===== config.mk =====
export PLATFORM = sky130hd
export DESIGN_NAME = ps2_host_tx
export DESIGN_NICKNAME = d
export VERILOG_FILES = /design/src/rtl/ps2_host_tx.sv
export SDC_FILE = /design/constraint.sdc
export NUM_CORES = 1
export LEC_CHECK = 0
export CORE_MARGIN = 4
export CORE_UTILIZATION = 42
export DETAILED_ROUTE_END_ITERATION = 8
export MAX_ROUTING_LAYER = met4
export PLACE_DENSITY_LB_ADDON = 0.15
export SYNTH_ARGS = -nofsm -noshare
export SYNTH_HDL_FRONTEND = slang
export SYNTH_SLANG_ARGS = --single-unit

===== constraint.sdc =====
create_clock -name clk -period 1.96 [get_ports clk]
set_clock_uncertainty 0.1 [all_clocks]
set_input_delay 0.392 -clock clk [delete_from_list [all_inputs] [get_ports clk]]
set_output_delay 0.392 -clock clk [all_outputs]
set_load 0.005 [all_outputs]

===== src/rtl/ps2_host_tx.sv =====
// Host-to-device PS/2 transmitter: request-to-send, start, 8 data LSB first, odd parity, stop, device ACK.
// Optional build macro PS2_TX_RETRY_EN enables automatic re-sends after NACK or watchdog timeout.
`timescale 1ns/1ps
module ps2_host_tx #(
  parameter int INHIBIT_CYCLES = 5000,
  parameter int TIMEOUT_CYCLES = 750000,
  parameter int RETRY_MAX      = 2
) (
  input  logic       clk,
  input  logic       rst_n,
  input  logic [7:0] tx_data,
  input  logic       tx_valid,
  output logic       tx_ready,
  output logic       busy,
  input  logic       ps2_clk,
  input  logic       ps2_data,
  output logic       ps2_clk_oe,
  output logic       ps2_data_oe,
  output logic       done,
  output logic       ack_ok,
  output logic       err_timeout
);

  // Handshake: a byte is taken on any rising clk edge where tx_valid && tx_ready;
  // tx_ready is high only in IDLE and requests while busy are dropped, not queued.

  localparam logic [2:0] S_IDLE      = 3'd0;
  localparam logic [2:0] S_INHIBIT   = 3'd1;
  localparam logic [2:0] S_FRAME     = 3'd2;
  localparam logic [2:0] S_ACK       = 3'd3;
  localparam logic [2:0] S_WAIT_IDLE = 3'd4;

`ifdef PS2_TX_RETRY_EN
  localparam bit RETRY_EN = 1'b1;
`else
  localparam bit RETRY_EN = 1'b0;
`endif
  localparam logic [7:0] RETRY_LIMIT = RETRY_EN ? 8'(RETRY_MAX) : 8'd0;

  localparam int IW = (INHIBIT_CYCLES > 1) ? $clog2(INHIBIT_CYCLES) : 1;
  localparam int WW = $clog2(TIMEOUT_CYCLES + 1);

  logic [2:0]    state;
  logic [IW-1:0] inh_cnt;
  logic [WW-1:0] wd_cnt;
  logic [3:0]    bit_cnt;
  logic [7:0]    tx_byte;
  logic          parity;
  logic [7:0]    retry_cnt;
  logic          clk_oe_r;
  logic          data_oe_r;

  logic [1:0] clk_sync;
  logic [1:0] data_sync;
  logic       clk_prev;
  logic       clk_s;
  logic       data_s;
  logic       fe;

  // Lines idle high, so the synchronisers reset to 1 to avoid a false edge out of reset.
  always_ff @(posedge clk or negedge rst_n) begin
    if (!rst_n) begin
      clk_sync  <= 2'b11;
      data_sync <= 2'b11;
      clk_prev  <= 1'b1;
    end else begin
      clk_sync  <= {clk_sync[0], ps2_clk};
      data_sync <= {data_sync[0], ps2_data};
      clk_prev  <= clk_sync[1];
    end
  end

  assign clk_s  = clk_sync[1];
  assign data_s = data_sync[1];
  assign fe     = clk_prev & ~clk_s;

  always_ff @(posedge clk or negedge rst_n) begin
    if (!rst_n) begin
      state       <= S_IDLE;
      inh_cnt     <= '0;
      wd_cnt      <= '0;
      bit_cnt     <= '0;
      tx_byte     <= '0;
      parity      <= 1'b0;
      retry_cnt   <= '0;
      clk_oe_r    <= 1'b0;
      data_oe_r   <= 1'b0;
      done        <= 1'b0;
      ack_ok      <= 1'b0;
      err_timeout <= 1'b0;
    end else begin
      done        <= 1'b0;
      err_timeout <= 1'b0;
      case (state)
        S_IDLE: begin
          if (tx_valid) begin
            tx_byte   <= tx_data;
            parity    <= ~^tx_data;
            ack_ok    <= 1'b0;
            retry_cnt <= '0;
            inh_cnt   <= '0;
            clk_oe_r  <= 1'b1;
            state     <= S_INHIBIT;
          end
        end
        S_INHIBIT: begin
          inh_cnt <= inh_cnt + 1'b1;
          // Start bit goes low one cycle before the clock is released.
          if (inh_cnt == IW'(INHIBIT_CYCLES - 2))
            data_oe_r <= 1'b1;
          if (inh_cnt == IW'(INHIBIT_CYCLES - 1)) begin
            clk_oe_r <= 1'b0;
            bit_cnt  <= '0;
            wd_cnt   <= '0;
            state    <= S_FRAME;
          end
        end
        S_FRAME, S_ACK, S_WAIT_IDLE: begin
          if (wd_cnt == WW'(TIMEOUT_CYCLES)) begin
            data_oe_r <= 1'b0;
            if (retry_cnt != RETRY_LIMIT) begin
              retry_cnt <= retry_cnt + 1'b1;
              inh_cnt   <= '0;
              clk_oe_r  <= 1'b1;
              state     <= S_INHIBIT;
            end else begin
              err_timeout <= 1'b1;
              state       <= S_IDLE;
            end
          end else begin
            wd_cnt <= fe ? '0 : wd_cnt + 1'b1;
            case (state)
              S_FRAME: begin
                if (fe) begin
                  bit_cnt <= bit_cnt + 1'b1;
                  if (bit_cnt < 4'd8) begin
                    data_oe_r <= ~tx_byte[bit_cnt[2:0]];
                  end else if (bit_cnt == 4'd8) begin
                    data_oe_r <= ~parity;
                  end else begin
                    data_oe_r <= 1'b0;
                    state     <= S_ACK;
                  end
                end
              end
              S_ACK: begin
                if (fe) begin
                  bit_cnt <= bit_cnt + 1'b1;
                  ack_ok  <= ~data_s;
                  state   <= S_WAIT_IDLE;
                end
              end
              default: begin
                // Let the device finish its ACK clock before reporting or re-sending.
                if (clk_s && data_s) begin
                  if (!ack_ok && retry_cnt != RETRY_LIMIT) begin
                    retry_cnt <= retry_cnt + 1'b1;
                    inh_cnt   <= '0;
                    clk_oe_r  <= 1'b1;
                    state     <= S_INHIBIT;
                  end else begin
                    done  <= 1'b1;
                    state <= S_IDLE;
                  end
                end
              end
            endcase
          end
        end
        default: begin
          clk_oe_r  <= 1'b0;
          data_oe_r <= 1'b0;
          state     <= S_IDLE;
        end
      endcase
    end
  end

  assign ps2_clk_oe  = clk_oe_r;
  assign ps2_data_oe = data_oe_r;
  assign tx_ready    = (state == S_IDLE);
  assign busy        = (state != S_IDLE);

endmodule

==> results of run 1 <==
## layout by cell type, fill, tap and decap left out, types with 4 or more instances in the layout
master           count
xnor2_1              7
a2bb2oi_2            5
a31oi_1              4
clkbuf_8            11
o21bai_1            12
nand3_2             16
nand2b_1             6
mux2i_1             23
ha_1                 6
o21ai_0             24
or3_1                4
nand2_1             47
dfrtp_1             62
buf_4               88
and3_1               6
clkdlybuf4s50_1     16
a21oi_2              6
nor3_1               7
a21oi_1             10
or4_4                4
nor3_4               4
o21ai_1              8
nor2_1              19
nand2_2              4
nand3_1             19
dfstp_2              5
and2_1               6
a22oi_2              4
buf_12               8
inv_1               17
nand4_1             12
buf_6               19
a211oi_2             9
## final cells by class
class	count	area [um2]
fill	811	3550
multi-input combinational	351	2746
sequential	67	1683
timing repair buffer	137	1282
tap	133	166.4
clock buffer	11	151.4
clock inverter	5	75.07
inverter	20	75.07
## power by group through the flow
stage | Combinational (W) | Clock (W) | Sequential (W)
floorplan | 0.0000285 | 0 | 0.00142
global placement | 0.000101 | 0 | 0.00142
detailed placement | 0.000103 | 0 | 0.00142
CTS | 0.000105 | 0.00138 | 0.00139
global route | 0.000115 | 0.00145 | 0.00139
finish | 0.000104 | 0.00136 | 0.00139
## repair_timing
action,4_1_cts,5_1_grt
endpoints found under the hold margin,62,0
cloned,3,1
buffers inserted,14,7
hold buffers,1,0
pin swaps,21,28
gates resized for setup,68,42
endpoints found under the setup margin,52,61
## Yosys cell counts (all sizes together), types with 9 or more instances
| cell type | count |
|---|---|
| dfrtp | 62 |
| o21ai | 37 |
| nor2 | 20 |
| nand4 | 12 |
| nand2 | 52 |
| nand3 | 36 |
| a21oi | 16 |
| nor3 | 14 |
| inv | 20 |
| o21bai | 12 |
| buf | 9 |
| a211oi | 11 |
| clkbuf | 16 |
| mux2i | 23 |
## kinds of logic after synthesis
logic type | Yosys count | share of synthesized area [%]
DFF | 67 | 40.15
and+or+nand+nor | 192 | 25.07
AOI/OAI and AO/OA | 117 | 19.46
muxes | 25 | 6.567
xor gates and xnor gates | 8 | 1.672
adders and majority gates | 8 | 2.388
buffers and inverters | 45 | 4.686
## critical path, cell delays in order (launching register included)
cell and delay (ns):
dfrtp_1 0.39, or4_4 0.58, buf_6 0.14, o32ai_2 0.21, o211ai_2 0.17, buf_12 0.19
a211oi_2 0.17, mux2i_1 0.24
## flip-flops by register name, summed over array words and instances, names as in the netlist, 2 cells and up
register   count
inh_cnt       13
wd_cnt        20
clk_sync       2
bit_cnt        4
data_sync      2
tx_byte        8
state          3
retry_cnt      8
## metal layers
metal	GRT usage, %	up-vias
li1	-	1968
met1	29.45	2021
met2	36.06	103
met3	3.479	14
met4	6.312	0
met5	-	-
## per-stage QoR
step	util, %	TNS (ns)
6_report	63.52	-7.720
2_1_floorplan	-	-1.755
5_1_grt	63.52	-11.62
4_1_cts	61.28	-7.241
3_5_place_dp	54.90	-8.779
3_3_place_gp	54.90	-6.969
## path summary, 6_finish.rpt
| check | startpoint | slack [ns] | endpoint | cells after the start |
|---|---|---|---|---|
| worst min register to register | data_sync[0]$_DFF_PN1_ | 0.26 | data_sync[1]$_DFF_PN1_ | 0 |
| worst max-delay path | wd_cnt[6]$_DFFE_PN0P_ | -0.32 | inh_cnt[10]$_DFFE_PN0P_ | 7 |
| max in group asynchronous | rst_n | 0.91 | data_sync[0]$_DFF_PN1_ | 3 |
| worst min-delay path | data_sync[0]$_DFF_PN1_ | 0.26 | data_sync[1]$_DFF_PN1_ | 0 |
| worst max register to register | wd_cnt[6]$_DFFE_PN0P_ | -0.32 | inh_cnt[10]$_DFFE_PN0P_ | 7 |
| min in group asynchronous | rst_n | 0.49 | wd_cnt[15]$_DFFE_PN0P_ | 3 |
==> qor.csv, run 1 <==
metric;value;unit
clock power share;47.6;%
Finished Layout Cells;724;
max_cap viols;0;
met1 wire length;5465;um
dpl hpwl;8142;um
H-tree depth;3;
worst min path class;reg -> reg;
worst skew pair latency;0.36;ns
antenna cell count;0;
initial antenna violation count;0;
synthesized cell area;4192;um2
Clock Root Buffer;clkbuf_8;
Die Span Y;107.9;um
Clock transition at path regs;0.09;ns
Layout Cell Area excl Fill;6180;um2
DRC viols;0;
GPL Wtd Cong;0.9210;
Final Critical Period;2.285;ns
Layout area overhead;47.43;%
vias per cell;5.671;
Port Buffer Count;19;
Warnings, synthesis;0;
vias;4106;
TritonCTS clock tree;yes;
hold slack;0.2584;ns
Global Route Usage Sum;22.40;%
Seq/Total Area, Yosys;40.15;%
Worst VDD drop;0.3062;mV
cts bufs inserted;9;
Synth Register Bits;67;
fraction of layout instances using a drive strength above 1;39.09;%
Initial DRT Pass Iterations;5;
syn nets;483;
die area;11640;um2
met2 wire len;6181;um
startpoint types;register;
unrepaired setup endpoints after global routing;yes;
CTS Buffer Depth;2;
GR Overflow Total;0;
Switching Fraction;22.26;%
Initial Utilization;43.08;%
Final setup viols;43;
Initial DRC Count;192;
Synth async-reset ratio;100.0;%
P_sw;0.0006358;W
Max-slew headroom;70.50;%
worst setup margin;-0.3247;ns
Worst Path Max Fanout;12;
top-area cell type share of the netlist area;37.01;%
type of the worst setup path;reg -> reg;
placed instance count;687;
core area;9729;um2
Setup WS pre-CTS;-0.3057;ns
clock net sink count;67;
Period Utilization, post-route;116.6;%
Die Wd;107.9;um
Pwr Density;462.1;nW/um2
Nets;607;
fmax;437.7;MHz
Cell Int Power;0.002220;W
violated checks;setup timing;
Yosys top cell by area;dfrtp_1;
global-route wire length before repair;20070;um
Fin. Hold Viols;0;
highest routed metal layer;met4;
Max Transition Viols Final;0;
post-route ant nets;0;
Comb pwr share;3.6;%
Crit path arrival time;2.45;ns
Reg power frac;48.8;%
Routed WL per cell;17.00;um
vias in the first global route;3997;
outcome;finished with violations;
P_leak;2.604;nW
pin count of the biggest net entering global routing;68;
Data required, critical path;2.13;ns
drt total wl;12310;um
top cells by area, synth;dfrtp_1 37%, mux2i_1 5.5%, nand2_1 4.7%, nand3_1 4.3%, o21ai_0 4.1%;
Slew @ Worst Pin;0.4378;ns
DP Area;5341;um2
Top FF cell, synth;dfrtp_1;
Distinct cells, synth;66;
total power;0.002856;W
metal3 WL;506;um
number of synthesized flops with an enable pin;0;
Rows;36;
Crit. End Element;register;
syn avg cell area;9.073;um2
I/O pins;20;
Post-Syn Instances;462;
Power figures use the tool's default switching activity.
==> inputs of run 2 (changes only) <==
--- a/config.mk
+++ b/config.mk
@@ -7,6 +7,7 @@
 export LEC_CHECK = 0
 export CORE_MARGIN = 4
 export CORE_UTILIZATION = 42
+export CTS_CLUSTER_SIZE = 40
 export DETAILED_ROUTE_END_ITERATION = 8
 export MAX_ROUTING_LAYER = met4
 export PLACE_DENSITY_LB_ADDON = 0.15
==> results of run 2 <==
The final DEF is identical to that of run 1; final timing and power are the same.
==> inputs of run 3 (changes only) <==
--- a/config.mk
+++ b/config.mk
@@ -5,8 +5,10 @@
 export SDC_FILE = /design/constraint.sdc
 export NUM_CORES = 1
 export LEC_CHECK = 0
+export CELL_PAD_IN_SITES_DETAIL_PLACEMENT = 1
+export CELL_PAD_IN_SITES_GLOBAL_PLACEMENT = 2
 export CORE_MARGIN = 4
-export CORE_UTILIZATION = 42
+export CORE_UTILIZATION = 35
 export CTS_CLUSTER_SIZE = 40
 export DETAILED_ROUTE_END_ITERATION = 8
 export MAX_ROUTING_LAYER = met4
==> run 3 against run 2 <==
Effect of this change:
- the flow still finishes with violations (setup timing)
- via count rose by 1.5%
- global-route usage fell by 0.29 points
- wire length rose by 20%
- sequential power about the same
- sequential share of layout area fell by 1.5 points
- cell area is 5.8% higher
- first-iteration DRC count shrank 5.7%
- sequential cell count unchanged
- largest cell class unchanged
==> qor.csv, run 3 (same netlist as run 1, synthesis figures left out) <==
metric;value;unit
Slew @ Worst Pin;0.4313;ns
P_sw;0.0006696;W
dpl hpwl;9535;um
GPL Wtd Cong;0.8908;
type of the worst setup path;reg -> reg;
GR Overflow Total;0;
DRC viols;0;
Period Utilization, post-route;115.9;%
Worst Path Max Fanout;6;
total power;0.003168;W
worst setup margin;-0.3107;ns
Fin. Hold Viols;0;
unrepaired setup endpoints after global routing;yes;
Port Buffer Count;19;
Initial Utilization;36.24;%
Max Transition Viols Final;0;
Crit path arrival time;2.43;ns
Worst VDD drop;0.4091;mV
antenna cell count;0;
Switching Fraction;21.14;%
hold slack;0.2557;ns
fraction of layout instances using a drive strength above 1;41.90;%
Initial DRT Pass Iterations;4;
Finished Layout Cells;742;
Data required, critical path;2.12;ns
Layout Cell Area excl Fill;6535;um2
die area;13790;um2
Nets;615;
commonest non-fill, non-tap cell in the layout;buf_4;
H-tree depth;3;
Routed WL per cell;19.94;um
P_leak;2.728;nW
Top reg by flops;wd_cnt;
max reg flops;20;
cts bufs inserted;9;
vias per cell;5.617;
Global Route Usage Sum;22.11;%
Cell Int Power;0.002498;W
Max-slew headroom;70.98;%
Comb pwr share;3.3;%
drt total wl;14790;um
Final Critical Period;2.271;ns
outcome;finished with violations;
pin count of the biggest net entering global routing;68;
DP Area;5334;um2
Reg power frac;44.1;%
clock net sink count;67;
CTS Buffer Depth;2;
Final setup viols;49;
Clock transition at path regs;0.05;ns
worst min path class;reg -> reg;
global-route wire length before repair;23790;um
initial antenna violation count;0;
top flop regs;wd_cnt: 20 flops, inh_cnt: 13 flops;
clock power share;52.6;%
post-route ant nets;0;
Die Span Y;117.4;um
placed instance count;696;
Initial DRC Count;181;
core area;11560;um2
Clock Root Buffer;clkbuf_16;
violated checks;setup timing;
Pwr Density;484.7;nW/um2
TritonCTS clock tree;yes;
worst skew pair latency;0.34;ns
vias;4168;
I/O pins;20;
fmax;440.4;MHz
startpoint types;register;
Crit. End Element;register;
Layout area overhead;55.91;%
vias in the first global route;4468;
Die Wd;117.4;um
max_cap viols;0;
most frequent cells in the layout;91 x buf_4, 62 x dfrtp_1, 45 x nand2_1, 24 x buf_6, 23 x mux2i_1;
Rows;39;
run 3: cell type report:
| cell class | count | area, um2 |
|---|---|---|
| clock buffers | 14 | 264.0 |
| clock inverters | 2 | 35.03 |
| fillers | 1260 | 5030 |
| inverters | 20 | 75.07 |
| multi-input cells | 350 | 2893 |
| flip-flops and latches | 67 | 1683 |
| well taps | 143 | 178.9 |
| repair buffers | 146 | 1406 |
run 3: worst paths after layout:
check                                          to  slack [ns]  depth (start not counted)                    from
hold reg to reg            data_sync[1]$_DFF_PN1_        0.26                          0  data_sync[0]$_DFF_PN1_
max in group asynchronous  data_sync[0]$_DFF_PN1_        0.90                          3                   rst_n
hold / removal             data_sync[1]$_DFF_PN1_        0.26                          0  data_sync[0]$_DFF_PN1_
setup / recovery           inh_cnt[4]$_DFFE_PN0P_       -0.31                          8  wd_cnt[11]$_DFFE_PN0P_
min in group asynchronous  inh_cnt[9]$_DFFE_PN0P_        0.52                          3                   rst_n
setup reg to reg           inh_cnt[4]$_DFFE_PN0P_       -0.31                          8  wd_cnt[11]$_DFFE_PN0P_
run 3: worst max-delay path: stages, from the launching register on:
cell and delay, ns:
dfrtp_1 0.37, or4_4 0.57, buf_6 0.15, nor3_4 0.12, nand4b_1 0.12, buf_6 0.16
clkbuf_16 0.17, a211oi_4 0.22, mux2i_1 0.21
run 3: what timing repair did:
item | 4_1_cts | 5_1_grt
endpoints found under the setup margin | 51 | 64
cloned | 4 | 1
gates resized for setup | 90 | 62
pin swaps | 37 | 26
hold buffers | 1 | 0
hold endpoints to repair | 19 | 0
buffers inserted | 22 | 5
run 3: metal layers:
metal  routed length [um]  vias up  GRT usage (%)
li1                     -     1974              -
met1                 6373     2108          26.72
met2                 7648       65          37.43
met3                  440       21          3.465
met4                  330        0          8.284
met5                    0        -              -
run 3: stage by stage:
| step | setup TNS (ns) | utilization [%] | setup WS (ns) |
|---|---|---|---|
| after detailed placement | -8.674 | 46.12 | -0.3392 |
| final | -8.692 | 56.51 | -0.3107 |
| after global placement | -7.249 | 46.12 | -0.3000 |
| after CTS | -8.691 | 53.87 | -0.2725 |
| after global routing | -12.45 | 56.51 | -0.3739 |
| after floorplan | -1.755 | - | -0.1425 |
run 3: power groups by stage:
stage	Combinational, W	Sequential [W]	Clock (W)
6_report	0.000105	0.00140	0.00167
3_3_place_gp	0.000104	0.00142	0
4_1_cts	0.000108	0.00140	0.00168
2_1_floorplan	0.0000285	0.00142	0
5_1_grt	0.000118	0.00140	0.00176
3_5_place_dp	0.000105	0.00142	0
==> RTL edit, RTL diff (settings of run 3) <==
The localparam `RETRY_EN` goes from 1'b0 to 1'b1.
--- a/src/rtl/ps2_host_tx.sv
+++ b/src/rtl/ps2_host_tx.sv
@@ -33,7 +33,7 @@
 `ifdef PS2_TX_RETRY_EN
   localparam bit RETRY_EN = 1'b1;
 `else
-  localparam bit RETRY_EN = 1'b0;
+  localparam bit RETRY_EN = 1'b1;
 `endif
   localparam logic [7:0] RETRY_LIMIT = RETRY_EN ? 8'(RETRY_MAX) : 8'd0;
 
Check against the original RTL: no difference found for any inputs over 10 cycles, from zero or initial values and one cycle with rst_n low; that may be too few to reach the edited logic, so the function may still have changed.
==> RTL edit against run 3 <==
The flow still finishes with violations (setup timing). Core utilization shrank 2.6 points. Sequential cell count did not move. Cell area is 14% lower. Synthesized area is 9.9% lower. Critical endpoint is now retry_cnt[7]. First-iteration DRC count decreased by 25%. Count of clock-buffer cells in the layout fell by 5. Highest routed layer unchanged. Worst setup slack worse by 0.34 ns. Synthesized cell count down 8.4%. Wire length is 14% lower.
Power is not compared: it rests on default switching activity, and its combinational part moved more than twofold at a synthesized area within 25%.
==> RTL edit: results (changes against run 3) <==
----------------------------------------------------
[Run status]
  Status ... finished, violations left (unchanged)
  Failing checks ... setup timing (unchanged)

[Place]
  Half-perimeter wire length after placement ... 8580 µm (was 9530 µm)
  Routability cong. ... 0.838 (was 0.891)
  Number of port buffers ... 19 (unchanged)
  Post-detailed-placement cell area ... 0.00488 mm² (was 0.00533 mm²)

[Worst setup path]
  Maximum cell stage delay along the critical path ... 0.49 ns (was 0.57 ns)
  Data arrival at the endpoint of the critical path ... 2.82 ns (was 2.43 ns)
  FF-to-FF path depth ... 9 (was 8)
  Slowest cell on the critical path ... or4b_4 (was or4_4)
  Critical-path maximum fanout ... 16 (was 6)

[Logic synthesis]
  Netlist cell types ... 50 (was 66)
  Cell type with the highest aggregate area in the netlist ... dfrtp_1 (unchanged)
  Syn_nets ... 444 (was 483)
  Most area-consuming cells after synthesis ... dfrtp_1 (41%), o21ai_0 (6.8%), nand2_1 (5.6%), dfstp_2 (3.5%), a21oi_1 (2.8%) (was dfrtp_1 (37%), mux2i_1 (5.5%), nand2_1 (4.7%), nand3_1 (4.3%), o21ai_0 (4.1%))
  Leading cell types by count after synthesis ... dfrtp_1 (62), nand2_1 (56), o21ai_0 (51) (was dfrtp_1 (62), nand2_1 (52), nand3_1 (36))
  Share of the yosys chip area belonging to registers ... 44.6% (was 40.1%)

[Global routing]
  Vias in the first global route ... 4092 (was 4468)
  First-pass GRT wire length ... 20800 µm (was 23800 µm)
  Total Routing Usage GR ... 21.1% (was 22.1%)

[STA]
  Relative max-transition margin ... 37.2% (was 71.0%)
  Minimum setup slack in the final design ... -0.655 ns (was -0.311 ns)
  Total Neg Setup Slack ... -26.54 ns (was -8.69 ns)
  Number of endpoints failing setup at the final stage ... 54 (was 49)

[Routing]
  Total Routed Length ... 12700 µm (was 14800 µm)
  DRC violation total after the first TritonRoute iteration ... 135 (was 181)

[CTS]
  Post-CTS clock slew at the launch and capture registers of the worst setup and hold paths ... 0.09 ns (was 0.05 ns)
  Worst-skew pair later-pin latency ... 0.37 ns (was 0.34 ns)
  TritonCTS buffer count ... 9 (unchanged)
  Clock root buffer ... clkbuf_8 (was clkbuf_16)

[Final layout]
  Nets ... 561 (was 615)
  Total of fill cells in the finished design ... 1217 (was 1260)
  Fraction of layout cells with a size suffix above 1 ... 38.0% (was 41.9%)

----------------------------------------------------
[RTL edit: changes by cell type after synthesis, sizes merged, moves of 6 or more]
cell	delta
a2bb2oi	-6
a211oi	-11
o21ai	+16
o31ai	+9
nand3	-20
o21bai	-11
inv	-6
and3	+6
mux2i	-23
nand2b	-6
[RTL edit: timing repair]
item,4_1_cts,5_1_grt
setup endpoints to repair,55,56
gates resized for setup,75,51
pin swaps,29,22
endpoints found under the hold margin,62,0
hold buffers,1,0
setup buffers,11,2
[RTL edit: final timing paths]
| check | startpoint | endpoint | slack (ns) |
|---|---|---|---|
| worst max-delay path | wd_cnt[1] | retry_cnt[7] | -0.65 |
| worst min-delay path | data_sync[0] | data_sync[1] | 0.26 |
| worst max register to register | wd_cnt[1] | retry_cnt[7] | -0.65 |
| worst min register to register | data_sync[0] | data_sync[1] | 0.26 |
| max in group asynchronous | rst_n | clk_sync[0] | 0.91 |
| min in group asynchronous | rst_n | retry_cnt[7] | 0.45 |
[RTL edit: cell type report]
cell class	instances	area (µm²)	area share [%]
multi-input cells	320	2340	41.7
clock inverters	7	124	2.21
clock buffers	9	124	2.21
repair buffers	128	1110	19.9
flip-flops and latches	67	1680	30.0
inverters	14	55.1	0.981
well taps	136	170	3.03
[RTL edit: metrics by stage]
step / power, W / cells / setup slack (ns)
after global placement: 0.00265 / 651 / -0.576
after global routing: 0.00451 / 681 / -0.773
after floorplan: 0.00216 / 423 / -0.463
after CTS: 0.00425 / 679 / -0.571
after detailed placement: 0.00268 / 651 / -0.739
final: 0.00425 / 681 / -0.655
[RTL edit: cell families after synthesis]
logic type | share of synthesized area (%)
buffers and inverters | 3.88
and+or+nand+nor | 24.9
xor gates and xnor gates | 3.94
AOI/OAI and AO/OA | 18.6
muxes | 1.49
DFF | 44.6
adders and majority gates | 2.65
[RTL edit: power groups by stage]
stage / clock network [W] / logic (W) / registers [W]
2_1_floorplan: 0 / 0.000513 / 0.00164
3_3_place_gp: 0 / 0.00100 / 0.00164
3_5_place_dp: 0 / 0.00103 / 0.00165
4_1_cts: 0.00153 / 0.00110 / 0.00163
5_1_grt: 0.00159 / 0.00127 / 0.00165
6_report: 0.00149 / 0.00113 / 0.00162
[RTL edit: routing by layer]
layer	GRT usage (%)	share of wire (%)	vias to the layer above
met5	-	0	-
met4	5.68	1.5	0
met3	3.86	2.4	16
met2	35.8	52	54
met1	25.7	44	1901
li1	-	-	1780
